## config.mk

```make
export PLATFORM = sky130hd
export DESIGN_NAME = uart_fifo_bridge
export DESIGN_NICKNAME = d
export VERILOG_FILES = /design/src/rtl/uart_fifo_bridge.sv
export SDC_FILE = /design/constraint.sdc
export NUM_CORES = 1
export LEC_CHECK = 0
export BUFFER_PORTS_ARGS = -buffer_cell sky130_fd_sc_hd__buf_2
export CORE_AREA = 2 2 139 141
export CTS_CLUSTER_DIAMETER = 40
export CTS_CLUSTER_SIZE = 20
export DETAILED_ROUTE_END_ITERATION = 12
export DIE_AREA = 0 0 141 143
export PLACE_DENSITY = 0.89
export SLEW_MARGIN = 30
export SYNTH_ARGS = -nofsm -noshare
export SYNTH_HDL_FRONTEND = slang
export SYNTH_SLANG_ARGS = --single-unit
export TNS_END_PERCENT = 1
```

## constraint.sdc

```tcl
create_clock -name clk_bus -period 4.66 [get_ports clk_bus]
set_clock_uncertainty 0.05 [all_clocks]
set_input_delay 0.233 -clock clk_bus [delete_from_list [all_inputs] [get_ports clk_bus]]
set_output_delay 0.233 -clock clk_bus [all_outputs]
set_load 0.01 [all_outputs]
```

## src/rtl/uart_fifo_bridge.sv

```systemverilog
// uart_fifo_bridge
//   Buffering stage between the Z80-side port decoder and the uart block.
//   A TX FIFO feeds the uart transmitter one byte at a time; an RX FIFO
//   drains the uart receiver. The CPU side sees first-word-fall-through
//   reads and fire-and-forget writes. RX backpressure is applied by
//   withholding data_read, which keeps the uart's rts deasserted.
//
// Ports
//   clk_bus      bus clock, all logic on its rising edge
//   rst_n        asynchronous active-low reset
//   fifo_clr     one-cycle strobe: flush both FIFOs, clear tx_drop
//   cpu_wdata    byte to transmit
//   cpu_wr       one-cycle strobe: push cpu_wdata into the TX FIFO
//   cpu_rd       one-cycle strobe: pop the RX FIFO head
//   cpu_rdata    RX FIFO head, 8'h00 when empty
//   rx_avail     RX FIFO not empty
//   rx_full      RX FIFO full
//   tx_full      TX FIFO full
//   tx_empty     TX FIFO empty and no byte in flight
//   tx_drop      sticky: a cpu_wr was lost because TX was full
//   rx_count     RX occupancy, 0..DEPTH
//   txdata       to uart.txdata (registered)
//   txbegin      to uart.txbegin (registered)
//   txbusy       from uart.txbusy
//   rxdata       from uart.rxdata
//   rxrecv       from uart.rxrecv
//   data_read    to uart.data_read (registered one-cycle pulse)
//   tx_state_dbg current TX FSM state (debug)
//   rx_state_dbg current RX FSM state (debug)
//
// Handshakes
//   CPU side: cpu_wr/cpu_rd are single-cycle strobes with no stall. A write
//   is taken when the TX FIFO has room (or frees a slot that same cycle),
//   otherwise it is dropped and flagged; a read pops only when rx_avail=1.
//   uart TX: txbegin is a one-cycle valid pulse issued only while txbusy=0;
//   txbusy=1 means the uart owns the byte. uart RX: rxrecv is valid and is
//   held until the uart sees data_read; data_read is the one-cycle accept.

module uart_fifo_bridge #(
    parameter int DEPTH_LOG2 = 4
) (
    input  logic                  clk_bus,
    input  logic                  rst_n,
    input  logic                  fifo_clr,
    input  logic [7:0]            cpu_wdata,
    input  logic                  cpu_wr,
    input  logic                  cpu_rd,
    output logic [7:0]            cpu_rdata,
    output logic                  rx_avail,
    output logic                  rx_full,
    output logic                  tx_full,
    output logic                  tx_empty,
    output logic                  tx_drop,
    output logic [DEPTH_LOG2:0]   rx_count,
    output logic [7:0]            txdata,
    output logic                  txbegin,
    input  logic                  txbusy,
    input  logic [7:0]            rxdata,
    input  logic                  rxrecv,
    output logic                  data_read,
    output logic [1:0]            tx_state_dbg,
    output logic [1:0]            rx_state_dbg
);

    localparam int                  DEPTH    = 1 << DEPTH_LOG2;
    localparam logic [DEPTH_LOG2:0] CNT_FULL = (DEPTH_LOG2+1)'(DEPTH);
    localparam logic [DEPTH_LOG2:0] CNT_ONE  = (DEPTH_LOG2+1)'(1);
    localparam logic [DEPTH_LOG2-1:0] PTR_ONE = DEPTH_LOG2'(1);

    typedef enum logic [1:0] {
        T_IDLE   = 2'd0,
        T_LAUNCH = 2'd1,
        T_WAIT   = 2'd2
    } tx_state_t;

    typedef enum logic [1:0] {
        R_IDLE = 2'd0,
        R_ACK  = 2'd1,
        R_DROP = 2'd2
    } rx_state_t;

    // ---------------- TX FIFO ----------------
    logic [7:0]            tx_mem [DEPTH];
    logic [DEPTH_LOG2-1:0] tx_wr_ptr;
    logic [DEPTH_LOG2-1:0] tx_rd_ptr;
    logic [DEPTH_LOG2:0]   tx_cnt;
    logic                  tx_is_full;
    logic                  tx_is_empty;
    logic                  tx_push;
    logic                  tx_pop;
    logic                  tx_drop_set;
    tx_state_t             tx_state;
    tx_state_t             tx_next;
    logic                  txbegin_next;
    logic [7:0]            txdata_next;

    assign tx_is_full  = (tx_cnt == CNT_FULL);
    assign tx_is_empty = (tx_cnt == '0);

    // A write on a full FIFO still lands if the FSM frees the head slot in
    // the same cycle.
    assign tx_push     = cpu_wr && !fifo_clr && (!tx_is_full || tx_pop);
    assign tx_drop_set = cpu_wr && !fifo_clr && tx_is_full && !tx_pop;

    always_ff @(posedge clk_bus or negedge rst_n) begin
        if (!rst_n) begin
            tx_wr_ptr <= '0;
            tx_rd_ptr <= '0;
            tx_cnt    <= '0;
            tx_drop   <= 1'b0;
        end else if (fifo_clr) begin
            tx_wr_ptr <= '0;
            tx_rd_ptr <= '0;
            tx_cnt    <= '0;
            tx_drop   <= 1'b0;
        end else begin
            if (tx_push) tx_wr_ptr <= tx_wr_ptr + PTR_ONE;
            if (tx_pop)  tx_rd_ptr <= tx_rd_ptr + PTR_ONE;
            if (tx_push && !tx_pop)      tx_cnt <= tx_cnt + CNT_ONE;
            else if (!tx_push && tx_pop) tx_cnt <= tx_cnt - CNT_ONE;
            if (tx_drop_set) tx_drop <= 1'b1;
        end
    end

    always_ff @(posedge clk_bus) begin
        if (tx_push) tx_mem[tx_wr_ptr] <= cpu_wdata;
    end

    // ---------------- TX FSM ----------------
    always_ff @(posedge clk_bus or negedge rst_n) begin
        if (!rst_n) begin
            tx_state <= T_IDLE;
            txbegin  <= 1'b0;
            txdata   <= 8'h00;
        end else begin
            tx_state <= tx_next;
            txbegin  <= txbegin_next;
            txdata   <= txdata_next;
        end
    end

    // Launch is held off during a flush so the flushed head is never sent;
    // a byte already in T_LAUNCH/T_WAIT is left to finish.
    always_comb begin
        tx_next      = tx_state;
        tx_pop       = 1'b0;
        txbegin_next = 1'b0;
        txdata_next  = txdata;
        case (tx_state)
            T_IDLE: begin
                if (!tx_is_empty && !txbusy && !fifo_clr) begin
                    tx_pop       = 1'b1;
                    txbegin_next = 1'b1;
                    txdata_next  = tx_mem[tx_rd_ptr];
                    tx_next      = T_LAUNCH;
                end
            end
            T_LAUNCH: tx_next = T_WAIT;
            T_WAIT: begin
                if (!txbusy) tx_next = T_IDLE;
            end
            default: tx_next = T_IDLE;
        endcase
    end

    assign tx_full      = tx_is_full;
    assign tx_empty     = tx_is_empty && (tx_state == T_IDLE);
    assign tx_state_dbg = tx_state;

    // ---------------- RX FIFO ----------------
    logic [7:0]            rx_mem [DEPTH];
    logic [DEPTH_LOG2-1:0] rx_wr_ptr;
    logic [DEPTH_LOG2-1:0] rx_rd_ptr;
    logic [DEPTH_LOG2:0]   rx_cnt;
    logic                  rx_is_full;
    logic                  rx_is_empty;
    logic                  rx_push;
    logic                  rx_pop;
    rx_state_t             rx_state;
    rx_state_t             rx_next;
    logic                  data_read_next;

    assign rx_is_full  = (rx_cnt == CNT_FULL);
    assign rx_is_empty = (rx_cnt == '0);
    assign rx_pop      = cpu_rd && !rx_is_empty && !fifo_clr;

    always_ff @(posedge clk_bus or negedge rst_n) begin
        if (!rst_n) begin
            rx_wr_ptr <= '0;
            rx_rd_ptr <= '0;
            rx_cnt    <= '0;
        end else if (fifo_clr) begin
            rx_wr_ptr <= '0;
            rx_rd_ptr <= '0;
            rx_cnt    <= '0;
        end else begin
            if (rx_push) rx_wr_ptr <= rx_wr_ptr + PTR_ONE;
            if (rx_pop)  rx_rd_ptr <= rx_rd_ptr + PTR_ONE;
            if (rx_push && !rx_pop)      rx_cnt <= rx_cnt + CNT_ONE;
            else if (!rx_push && rx_pop) rx_cnt <= rx_cnt - CNT_ONE;
        end
    end

    always_ff @(posedge clk_bus) begin
        if (rx_push) rx_mem[rx_wr_ptr] <= rxdata;
    end

    // ---------------- RX FSM ----------------
    always_ff @(posedge clk_bus or negedge rst_n) begin
        if (!rst_n) begin
            rx_state  <= R_IDLE;
            data_read <= 1'b0;
        end else begin
            rx_state  <= rx_next;
            data_read <= data_read_next;
        end
    end

    // R_ACK waits for the uart to drop rxrecv so one frame yields one push.
    // When full, nothing is acknowledged: the uart keeps the byte and rts.
    always_comb begin
        rx_next        = rx_state;
        rx_push        = 1'b0;
        data_read_next = 1'b0;
        case (rx_state)
            R_IDLE: begin
                if (rxrecv && !fifo_clr && (!rx_is_full || rx_pop)) begin
                    rx_push        = 1'b1;
                    data_read_next = 1'b1;
                    rx_next        = R_ACK;
                end
            end
            R_ACK: begin
                if (!rxrecv) rx_next = R_IDLE;
            end
            R_DROP:  rx_next = R_IDLE;
            default: rx_next = R_IDLE;
        endcase
    end

    assign cpu_rdata    = rx_is_empty ? 8'h00 : rx_mem[rx_rd_ptr];
    assign rx_avail     = !rx_is_empty;
    assign rx_full      = rx_is_full;
    assign rx_count     = rx_cnt;
    assign rx_state_dbg = rx_state;

endmodule

```

== Word-level counts from Yosys, hierarchy flattened ==
Memories as Yosys holds them, arrays and structs flattened. A register that Yosys moved wholly into a read port is not among the register bits.
Cells that the tools add are included.
Operators by class
  reductions and logical operators: 42
  add/sub/neg operators: 8
  eq/ne operators: 9
  muxes and demuxes: 31
Operators by type and width (number)
  2-to-1 mux 4 bit: 8
  2-to-1 mux 5 bit: 6
  adder 4 x 1 -> 4 bit (second input constant): 4
  logical AND 1 bit: 15
  zero test 1 bit: 11
  adder 5 x 1 -> 5 bit (second input constant): 2
  equality test 5 bit (second input constant): 2
  zero test 5 bit: 2
  2-to-1 mux 1 bit: 10
  nonzero test 2 bit: 5
  subtractor 5 x 1 -> 5 bit (second input constant): 2
  2-to-1 mux 2 bit: 4
  2-to-1 mux 8 bit: 1
  inequality test 2 bit (second input constant): 4
  case mux 2 bit (3 select lines): 1
  AND reduction 2 bit: 3
  nonzero test 3 bit: 2
  equality test 2 x 1 -> 1 bit (second input constant): 2
  zero test 2 bit: 2
  case mux 2 bit (2 select lines): 1
  equality test 2 bit (second input constant): 1
  logical OR 1 bit: 2
Word-level totals
  bits in registers: 33
  logic and storage cells: 103
  input bits: 23
  memories: 2
  memory bits (writable): 256
  output and inout bits: 32
Memories
  rx_mem: depth 16, width 8, rd ports 1, clocked after memory_dff 0, write ports 1, RTL line 171  | logic [7:0] rx_mem [DEPTH];
  tx_mem: depth 16, width 8, rd ports 1, clocked after memory_dff 1, write ports 1, RTL line 83  | logic [7:0] tx_mem [DEPTH];

== Longest topological paths before layout ==
Gate-level depths: netlist of the first run.
  depth in word-level cells: 13
  gate-level depth with buffers: 9
  depth with buffers taken out: 8

== Least setup slack after synthesis of the first run ==
No wires, ideal clock.
  kind: flip-flop to flip-flop
  from: register tx_cnt[1]
  to: register tx_cnt[4]
  setup time: 0.138 ns
  path buffers: 1
  data arrival time: 2.732 ns
  slack: 1.740 ns
  period minus slack after synthesis: 2.920 ns
  data required time: 4.472 ns
  stages on the path, launching flop included: 10
  cells stage by stage: dfrtp_1 > or4_1 > clkbuf_1 > mux2i_1 > nand2_1 > fa_1 > a21o_1 > a2111oi_0 > a22o_1 > nor4_1
Between the ends
  word-level cells in the longest chain between the ends: 11
RTL lines
  start: declaration: RTL line 86  | logic [DEPTH_LOG2:0] tx_cnt;
  start signal: assignment: RTL line 119  | if (tx_push && !tx_pop) tx_cnt <= tx_cnt + CNT_ONE;
  start signal: assignment: RTL line 120  | else if (!tx_push && tx_pop) tx_cnt <= tx_cnt - CNT_ONE;
  zero test 5 bit: RTL line 98  | assign tx_is_empty = (tx_cnt == '0);
  zero test 1 bit: RTL line 151  | if (!tx_is_empty && !txbusy && !fifo_clr) begin
  logical AND 1 bit (2 in a row): RTL line 151
  2-to-1 mux 1 bit: RTL line 151
  2-to-1 mux 1 bit: RTL line 149  | case (tx_state)
  logical OR 1 bit: RTL line 102  | assign tx_push = cpu_wr && !fifo_clr && (!tx_is_full || tx_pop);
  logical AND 1 bit: RTL line 102
  logical AND 1 bit or zero test 1 bit (tied branches): RTL line 119, 120
  2-to-1 mux 5 bit or logical AND 1 bit (tied branches): RTL line 119, 120
  2-to-1 mux 5 bit or nonzero test 3 bit (tied branches)
Parallel ways exist; a longest one is shown, timed or not. The select of a mux whose other input is x is not followed.
A chain may end at the register's enable or synchronous reset.

== Final worst setup path of the first run ==
  from: register rx_rd_ptr[0]
  to: output cpu_rdata[0]
Between the ends
  word-level cells in the longest chain between the ends: 2
RTL lines
  start: declaration: RTL line 173  | logic [DEPTH_LOG2-1:0] rx_rd_ptr;
  start signal: assignment: RTL line 198  | if (rx_pop) rx_rd_ptr <= rx_rd_ptr + PTR_ONE;
  memory read (16 x 8 bit)
  2-to-1 mux 8 bit: RTL line 241  | assign cpu_rdata = rx_is_empty ? 8'h00 : rx_mem[rx_rd_ptr];
  end: declaration: RTL line 48  | output logic [7:0] cpu_rdata,
No other way between the ends.

==> results of run 1 <==
==> worst paths after layout <==
| kind | start | end |
|---|---|---|
| setup reg to reg | rx_count[0] | rx_count[4] |
| hold / removal | rxdata[2] | rx_mem[2][2] |
| max in group asynchronous | rst_n | tx_rd_ptr[1] |
| hold reg to reg | tx_drop | tx_drop |
| min in group asynchronous | rst_n | rx_count[2] |
| setup / recovery | rx_rd_ptr[0] | cpu_rdata[0] |
==> area by class of cell <==
type	count	area (sq um)	area share, %
sequential	296	8690	62.9
multi-input combinational	312	3260	23.6
clock buffer	32	779	5.64
timing repair buffer	66	375	2.72
clock inverter	25	348	2.52
tap	234	293	2.12
inverter	19	71.3	0.516
==> critical path, stage by stage (launching register included) <==
cell and delay (ns):
dfrtp_2 0.70, buf_4 0.46, mux4_2 0.57, mux2i_1 0.32, o22ai_1 0.17, buf_2 0.17
==> Yosys cell counts (10+ instances only) <==
cell type,instances,area [sq um]
nand3_1,12,60.1
edfxtp_1,256,7690
mux2_2,10,113
mux2i_1,22,220
dfrtp_1,40,1000
and2_1,21,131
inv_1,18,67.6
clkbuf_1,19,71.3
nor2_1,23,86.3
nand2_1,18,67.6
mux4_2,64,1440
o22ai_1,24,150
a21oi_1,18,90.1
ha_1,18,225
==> routing by layer <==
layer / part of all wire, % / global-route usage [%] / routed length (um) / vias up
met4: 2.8 / 8.58 / 735 / 0
met3: 7.4 / 3.62 / 1920 / 71
li1: - / - / - / 2784
met2: 51 / 44.4 / 13200 / 387
met5: 0 / 0 / 0 / -
met1: 39 / 37.5 / 10200 / 3446
==> flip-flops by register name, indices dropped and copies added (netlist names) <==
signal and flops:
tx_rd_ptr 4, tx_state_dbg 2, rx_mem 128, data_read 1
rx_wr_ptr 4, rx_count 5, rx_rd_ptr 4, txdata 8
tx_drop 1, tx_wr_ptr 4, tx_mem 128, txbegin 1
tx_cnt 5, rx_state_dbg 1
==> per-stage QoR <==
stage / setup WS (ns) / util, %
finish: 1.42 / 74.4
CTS: 1.42 / 74.3
global placement: 1.61 / 68.0
global route: 1.27 / 74.4
detailed placement: 1.48 / 68.0
floorplan: 1.74 / -
==> power groups by stage <==
stage / logic [uW] / clock network [uW] / registers (uW)
floorplan: 1060 / 0 / 3170
global placement: 1330 / 0 / 3230
CTS: 1440 / 2690 / 3190
detailed placement: 1400 / 0 / 3240
finish: 1450 / 2680 / 3200
global route: 1570 / 2790 / 3220
==> cells by family after synthesis <==
kind of cell,after synthesis
flops,296
simple gates,106
fa+ha+maj,20
mux,97
compound gates,78
buf+inv,54
xor+xnor,10
other cells,1
==> flow_summary_export.csv, run 1 <==
group,metric,value,unit
layout,diodes,0,
timing,relSlewSlack,35.8,%
logic_synthesis,synth-edff-count,256,
pwr,ir_drop,0.439,mV
placed_design,dp_hpwl,15300,um
floorplanning,coreArea,0.0186,sq mm
placed_design,dpl.cell_count,923,
drt,drt-initial-drc-count,697,
logic_synthesis,ys_ff_latch,296,
timing,drv_slew,0,
drt,drc,0,
layout,drive_above_1_share,27.3,%
drt,first_pass_iters,5,
logic_synthesis,synthArstFlopShare,13.5,%
timing,tightestPinTransition,0.960,ns
timing,fin_setup_tns,0,ns
floorplanning,die_w,141,um
cts,cts_inserted_buffers,31,
timing,timing.fmax,0.309,GHz
pwr,power_density,531,mW/mm^2
cts,cts_resized,0,
global_routing,grt_first_pass_wirelength,40100,um
floorplanning,die_h,143,um
cts,clkLatencyLatePin,0.54,ns
cts,cts_hold_buf,4,
cts,cts.path.max_buffers,3,
drt,wl_per_cell,26.5,um
logic_synthesis,yosys_most_used_dff,"edfxtp_1",
logic_synthesis,synth.cell_area,0.0122,sq mm
global_routing,grt_start_max_net_pins,41,
logic_synthesis,synth_compound_area_share,4.39,%
critical_path,crit_path_end_kind,"output port",
logic_synthesis,synthAdderAreaFrac,2.18,%
pwr,netSwitchingFraction,28.3,%
drt,drt-total-wl,26100,um
global_routing,grt_pass1_vias,6834,
placed_design,place_area,0.0126,sq mm
placed_design,place_congestion,0.837,
cts,post_cts_buffers,0,
outcome,status,"complete, no violations",
layout,syn2layout_area_growth,13.5,%
timing,fin_crit_sh,69.4,%
layout,fin_cells,984,
timing,holdWs,0.0269,ns
floorplanning,rows,50,
logic_synthesis,synth_top_family_by_area,"multiplexers",
global_routing,antenna_found_initial,0,
pwr,leakagePower,0.00468,uW
timing,timing.final.crit_period,3.24,ns
floorplanning,io_pins,55,
global_routing,overflow,0,
layout,final_common_cell,"edfxtp_1",
pwr,pwr-share-comb,19.8,%
critical_path,rrSetupSlack,1.43,ns
critical_path,required,4.38,ns
timing,setup_viol,0,
logic_synthesis,syn_inst,662,
layout,final_cell_mix,"256 x edfxtp_1, 64 x mux4_2, 52 x buf_2",
pwr,p_int,5260,uW
drt,vias_per_cell,6.80,
pwr,p_sw,2070,uW
logic_synthesis,synthSimpleGateAreaFrac,4.73,%
logic_synthesis,muxShareOfSynthArea,14.7,%
critical_path,critPathLaunchType,"flip-flop",
timing,rsz0062_at_grt,"false",
layout,nFillCells,941,
drt,vias,6688,
pwr,clock_power_share,36.6,%
logic_synthesis,synth_fp_nets,705,
critical_path,worstRegToRegCells,7,
layout,final_nets,769,
cts,ctsRootBufferMaster,"clkbuf_16",
critical_path,path_class,"reg2out",
min_path,holdPathStages,1,
logic_synthesis,syn_avg_cell_area,18.4,sq um
floorplanning,initial_core_util,65.5,%
placed_design,portBuffers,53,
layout,finalInstanceArea,0.0138,sq mm
critical_path,path_max_fanout,19,
cts,cts.htree.levels,1,
cts,cts_tree,"done",
pwr,seqPwrFrac,43.6,%
logic_synthesis,yosysWarnings,0,
critical_path,cp.arrival,2.95,ns
timing,hold_viol_final,0,
cts,path_clk_slew,0.07,ns
min_path,hold_class,"in2reg",
pwr,power,7330,uW
logic_synthesis,yosysSeqAreaShare,71.4,%
drt,drtAntennaViolNets,0,
logic_synthesis,synth-xor-area-share,0.719,%
cts,clkSinkCount,296,
job,cap_violations,0,
floorplanning,fp.dieArea,0.0202,sq mm
global_routing,grt.total_usage,26.7,%
logic_synthesis,ys_types,55,
No activity file was read; power rests on OpenSTA's default activity.
==> run 2, diff against run 1 <==
--- a/config.mk
+++ b/config.mk
@@ -6,12 +6,12 @@
 export NUM_CORES = 1
 export LEC_CHECK = 0
 export BUFFER_PORTS_ARGS = -buffer_cell sky130_fd_sc_hd__buf_2
-export CORE_AREA = 2 2 139 141
+export CORE_AREA = 2 2 152 154
 export CTS_CLUSTER_DIAMETER = 40
 export CTS_CLUSTER_SIZE = 20
 export DETAILED_ROUTE_END_ITERATION = 12
-export DIE_AREA = 0 0 141 143
-export PLACE_DENSITY = 0.89
+export DIE_AREA = 0 0 154 156
+export PLACE_DENSITY = 0.8
 export SLEW_MARGIN = 30
 export SYNTH_ARGS = -nofsm -noshare
 export SYNTH_HDL_FRONTEND = slang
==> constraint.sdc (replaced) <==
create_clock -name clk_bus -period 2.6 [get_ports clk_bus]
set_clock_uncertainty 0.05 [all_clocks]
set_input_delay 0.13 -clock clk_bus [delete_from_list [all_inputs] [get_ports clk_bus]]
set_output_delay 0.13 -clock clk_bus [all_outputs]
set_load 0.01 [all_outputs]
==> run 2 against run 1 <==
Net effect: routed wire length is 2.9% lower; global-route usage fell by 5.4 points; combinational power up 120%; hold slack better by 0.018 ns; worst setup slack worse by 1.4 ns; critical path depth up 3; count of clock-buffer cells in the layout unchanged; via count down 0.96%; sequential share of layout area down 2.4 points; flip-flop and latch count unchanged; sequential power up 75%; core utilization is 10 points lower; highest routed layer unchanged.
==> flow_summary_export.csv, run 2 (synthesis results as in run 1) <==
group,metric,value,unit
pwr,power_density,922,mW/mm^2
drt,wl_per_cell,23.3,um
layout,final_nets,823,
cts,cts_inserted_buffers,31,
drt,drt-initial-drc-count,622,
cts,cts.path.max_buffers,3,
global_routing,overflow,0,
timing,timing.final.crit_period,2.59,ns
global_routing,antenna_found_initial,0,
global_routing,grt_start_max_net_pins,41,
layout,diodes,0,
critical_path,critPathLaunchType,"flip-flop",
critical_path,path_class,"reg2reg",
cts,cts_tree,"done",
drt,vias_per_cell,6.09,
drt,drc,0,
layout,largest_registers,"rx_mem x128, tx_mem x128, txdata x8",
timing,setup_viol,0,
min_path,hold_class,"in2async",
cts,ctsRootBufferMaster,"clkbuf_16",
timing,drv_slew,0,
floorplanning,die_w,154,um
outcome,status,"complete, no violations",
floorplanning,fp.dieArea,0.0240,sq mm
critical_path,crit_path_end_kind,"flip-flop",
critical_path,path_max_fanout,3,
timing,tightestPinTransition,0.799,ns
placed_design,dpl.cell_count,1002,
drt,drt-total-wl,25300,um
placed_design,dp_hpwl,15800,um
global_routing,grt_first_pass_wirelength,39100,um
placed_design,place_ws,-0.0863,ns
critical_path,cp.arrival,2.98,ns
layout,final_common_cell,"edfxtp_1",
cts,clkSinkCount,296,
global_routing,grt_pass1_vias,6794,
timing,holdWs,0.0452,ns
floorplanning,coreArea,0.0224,sq mm
timing,hold_viol_final,0,
layout,syn2layout_area_growth,18.1,%
drt,first_pass_iters,5,
global_routing,grt.total_usage,21.3,%
drt,vias,6624,
floorplanning,die_h,156,um
layout,drive_above_1_share,31.3,%
cts,clkLatencyLatePin,0.56,ns
floorplanning,io_pins,55,
placed_design,portBuffers,53,
layout,nFillCells,1466,
pwr,ir_drop,0.615,mV
critical_path,required,2.99,ns
floorplanning,initial_core_util,54.4,%
timing,setup_slack,0.00503,ns
layout,fin_cells,1087,
drt,drtAntennaViolNets,0,
cts,path_clk_slew,0.06,ns
layout,final_cell_mix,"256 x edfxtp_1, 64 x mux4_2, 52 x buf_2",
pwr,leakagePower,0.00492,uW
timing,rsz0062_at_grt,"true",
timing,fin_crit_sh,99.8,%
job,cap_violations,0,
timing,relSlewSlack,46.5,%
timing,timing.fmax,0.385,GHz
cts,cts.htree.levels,1,
placed_design,place_congestion,0.825,
floorplanning,rows,55,
-- run 2: power by group --
part           leakage [uW]  total (uW)  switching (uW)  internal [uW]
combinational       0.00159        3150            1650           1500
clock              0.000507        4500            1810           2690
sequential          0.00282        5610             224           5380
-- run 2: layout make-up --
class                           instances  area, sq um  area share (%)
Sequential cell                       296         8700            60.5
Clock buffer                           32          779            5.42
Multi-Input combinational cell        312         3340            23.2
Clock inverter                         23          275            1.92
Tap cell                              285          357            2.48
Timing Repair Buffer                  120          856            5.95
Inverter                               19         71.3           0.496
-- run 2: worst paths after layout --
path                            slack (ns)  depth (start not counted)               to       startpoint
worst max-delay path                 0.005                          8        tx_cnt[4]        tx_cnt[0]
worst max register to register       0.005                          8        tx_cnt[4]        tx_cnt[0]
worst min-delay path                  0.05                          2          txbegin            rst_n
max in group asynchronous             2.04                          2     rx_rd_ptr[0]            rst_n
min in group clk_bus                  0.37                          3  rx_state_dbg[0]           rxrecv
worst min register to register        0.53                          1  rx_state_dbg[0]  rx_state_dbg[0]
-- run 2: layer usage --
| metal | global-route usage (%) | wire, um | vias to the layer above |
|---|---|---|---|
| met5 | 0 | 0 | - |
| met4 | 5.07 | 429 | 0 |
| met3 | 3.28 | 1800 | 35 |
| met2 | 35.9 | 12700 | 276 |
| met1 | 29.7 | 10400 | 3418 |
| li1 | - | - | 2895 |
-- run 2: critical path, cell delays in order (launching register included) --
cell	delay [ns]
dfrtp_1	0.38
or4_4	0.58
mux2i_4	0.20
nand2_2	0.11
fa_2	0.39
a21o_1	0.22
a2111oi_4	0.30
a22o_1	0.19
nor4_1	0.05
-- run 2: repair_timing --
item                       CTS  global route
pin swaps                    3             1
setup endpoints to repair    9            67
setup buffers                1             5
gates resized for setup      5             9
hold endpoints to repair   313             0
hold buffers                24             0
-- run 2: stage by stage --
step	utilization, %	TNS (ns)	power [uW]	area (sq um)
3_3_place_gp	58.0	0	8520	13000
6_report	64.3	0	13300	14400
4_1_cts	63.9	0	13200	14300
3_5_place_dp	58.0	-0.0863	8640	13000
2_1_floorplan	-	-0.143	7650	12200
5_1_grt	64.3	-2.07	13800	14400
==> run 3, diff against run 2 <==
==> constraint.sdc (replaced) <==
create_clock -name clk_bus -period 2.25 [get_ports clk_bus]
set_clock_uncertainty 0.05 [all_clocks]
set_input_delay 0.1125 -clock clk_bus [delete_from_list [all_inputs] [get_ports clk_bus]]
set_output_delay 0.1125 -clock clk_bus [all_outputs]
set_load 0.01 [all_outputs]
==> run 3 against run 2 <==
Net effect: the run now ends with setup timing left; highest routed layer unchanged; maximum frequency is 0.31% higher; via count is 3.4% higher; register-to-register slack worse by 0.34 ns.
==> flow_summary_export.csv, run 3 (synthesis results as in run 1) <==
group,metric,value,unit
outcome,status,"finished, violations left",
outcome,violations,"setup timing",
timing,timing.final.crit_period,2.59,ns
drt,first_pass_iters,5,
critical_path,r2r-start,"tx_cnt[2]",
layout,largest_registers,"rx_mem x128, tx_mem x128, txdata x8",
cts,ctsRootBufferMaster,"clkbuf_16",
cts,cts.path.max_buffers,3,
critical_path,worstRegToRegCells,8,
pwr,leakagePower,0.00530,uW
layout,final_core_util,68.3,%
placed_design,dp_hpwl,16200,um
pwr,ir_drop,0.843,mV
critical_path,cp.arrival,2.92,ns
placed_design,portBuffers,53,
floorplanning,die_h,156,um
cts,path_clk_slew,0.05,ns
layout,finalInstanceArea,0.0153,sq mm
drt,wl_per_cell,23.7,um
cts,cts_inserted_buffers,36,
cts,clkLatencyLatePin,0.53,ns
floorplanning,initial_core_util,54.4,%
pwr,power_density,1080,mW/mm^2
timing,setup_viol,142,
cts,clkSinkCount,296,
layout,diodes,0,
global_routing,grt_first_pass_wirelength,41600,um
floorplanning,rows,55,
global_routing,grt_start_max_net_pins,41,
layout,final_nets,863,
critical_path,worstReg2RegEnd,"tx_cnt[4]",
layout,seq_area,0.00869,sq mm
placed_design,place_congestion,0.844,
layout,drive_above_1_share,38.3,%
critical_path,rrSetupSlack,-0.34,ns
layout,final_cell_mix,"256 x edfxtp_1, 64 x mux4_2, 52 x buf_2, 52 x buf_4, 38 x clkbuf_16",
timing,hold_viol_final,0,
timing,rsz0062_at_grt,"true",
floorplanning,die_w,154,um
critical_path,crit_path_end_kind,"flip-flop",
timing,timing.fmax,0.387,GHz
critical_path,required,2.58,ns
critical_path,path_max_fanout,3,
global_routing,grt.total_usage,22.8,%
floorplanning,fp.dieArea,0.0240,sq mm
critical_path,cp-startpoint,"tx_cnt[2]",
drt,drt-total-wl,26800,um
critical_path,path_class,"reg2reg",
placed_design,place_area,0.0135,sq mm
job,cap_violations,0,
min_path,hold_class,"in2reg",
timing,tightestPinTransition,0.550,ns
timing,relSlewSlack,63.2,%
drt,vias_per_cell,6.05,
critical_path,critPathLaunchType,"flip-flop",
drt,vias,6849,
layout,syn2layout_area_growth,25.5,%
drt,drc,0,
global_routing,overflow,0,
cts,cts.htree.levels,2,
critical_path,crit_end,"tx_cnt[4]",
global_routing,antenna_found_initial,0,
floorplanning,io_pins,55,
floorplanning,coreArea,0.0224,sq mm
global_routing,grt_pass1_vias,7425,
drt,drt-initial-drc-count,601,
drt,drtAntennaViolNets,0,
timing,fin_crit_sh,115,%
pwr,power,16400,uW
timing,drv_slew,0,
layout,nFillCells,1333,
layout,multi_input_area,0.00349,sq mm
cts,cts_tree,"done",
timing,fin_setup_tns,-11.18,ns
timing,setup_slack,-0.337,ns
layout,final_common_cell,"edfxtp_1",
-- run 3: cell count changes in the layout (fill, tap and decap cells not counted), moves of 3 or more --
cell | previous run | this run
clkinvlp_4 | 4 | 1
clkbuf_16 | 31 | 38
buf_4 | 42 | 52
and2_4 | 0 | 7
nor2_2 | 0 | 5
buf_6 | 0 | 4
inv_6 | 2 | 9
and2_2 | 4 | 0
and2_1 | 17 | 14
nor2_1 | 23 | 18
nor3b_1 | 3 | 0
clkinv_2 | 5 | 2
clkinv_8 | 0 | 4
buf_12 | 2 | 23
-- run 3: final cells by class --
type | instances | area share, %
clock buffer | 39 | 6.04
clock inverter | 26 | 2.05
sequential | 296 | 56.9
multi-input combinational | 312 | 22.9
timing repair buffer | 155 | 9.34
tap | 285 | 2.33
inverter | 19 | 0.467
-- run 3: timing repair --
| item | in CTS | in global routing |
|---|---|---|
| pin swaps | 6 | 9 |
| cloned | 0 | 2 |
| setup buffers | 1 | 2 |
| hold endpoints to repair | 305 | 0 |
| hold buffers | 22 | 0 |
| setup endpoints to repair | 179 | 210 |
| resized for setup | 24 | 25 |
-- run 3: stage by stage --
| step | hold slack, ns | setup slack (ns) | std cells |
|---|---|---|---|
| floorplan | -0.233 | -0.411 | 662 |
| global placement | 0.225 | -0.269 | 1040 |
| detailed placement | 0.240 | -0.401 | 1040 |
| CTS | 0.00879 | -0.326 | 1128 |
| global route | 0.0552 | -0.463 | 1132 |
| finish | 0.0367 | -0.337 | 1132 |
-- run 3: critical path, cell delays in order, from the launching register on --
cell and delay [ns]:
dfrtp_1 0.38, or4_4 0.57, mux2i_4 0.22, nand2_2 0.11
fa_2 0.36, a21o_1 0.22, a2111oi_2 0.30, a22o_1 0.21
nor4_2 0.05
-- run 3: how the worst min path moves through the flow --
stage / startpoint / endpoint / cells after the start
after floorplan: rst_n / data_read / 0
after global placement: rst_n / rx_count[2] / 1
after detailed placement: rst_n / rx_count[2] / 1
after CTS: fifo_clr / tx_drop / 3
after global routing: fifo_clr / tx_drop / 3
final: fifo_clr / tx_cnt[4] / 3
-- run 3: power by group --
group / total (uW) / internal (uW) / switching (uW)
clock: 5840 / 3440 / 2410
sequential: 6460 / 6220 / 239
combinational: 4140 / 2030 / 2110
-- run 3: routing by layer --
| metal | share of wire (%) | GRT usage [%] | wire [um] | vias to the layer above |
|---|---|---|---|---|
| met5 | 0 | 0 | 0 | - |
| met4 | 2.6 | 8.14 | 688 | 0 |
| met3 | 6.5 | 4.11 | 1740 | 62 |
| met2 | 53 | 39.3 | 14100 | 304 |
| met1 | 38 | 29.3 | 10300 | 3500 |
| li1 | - | - | - | 2983 |
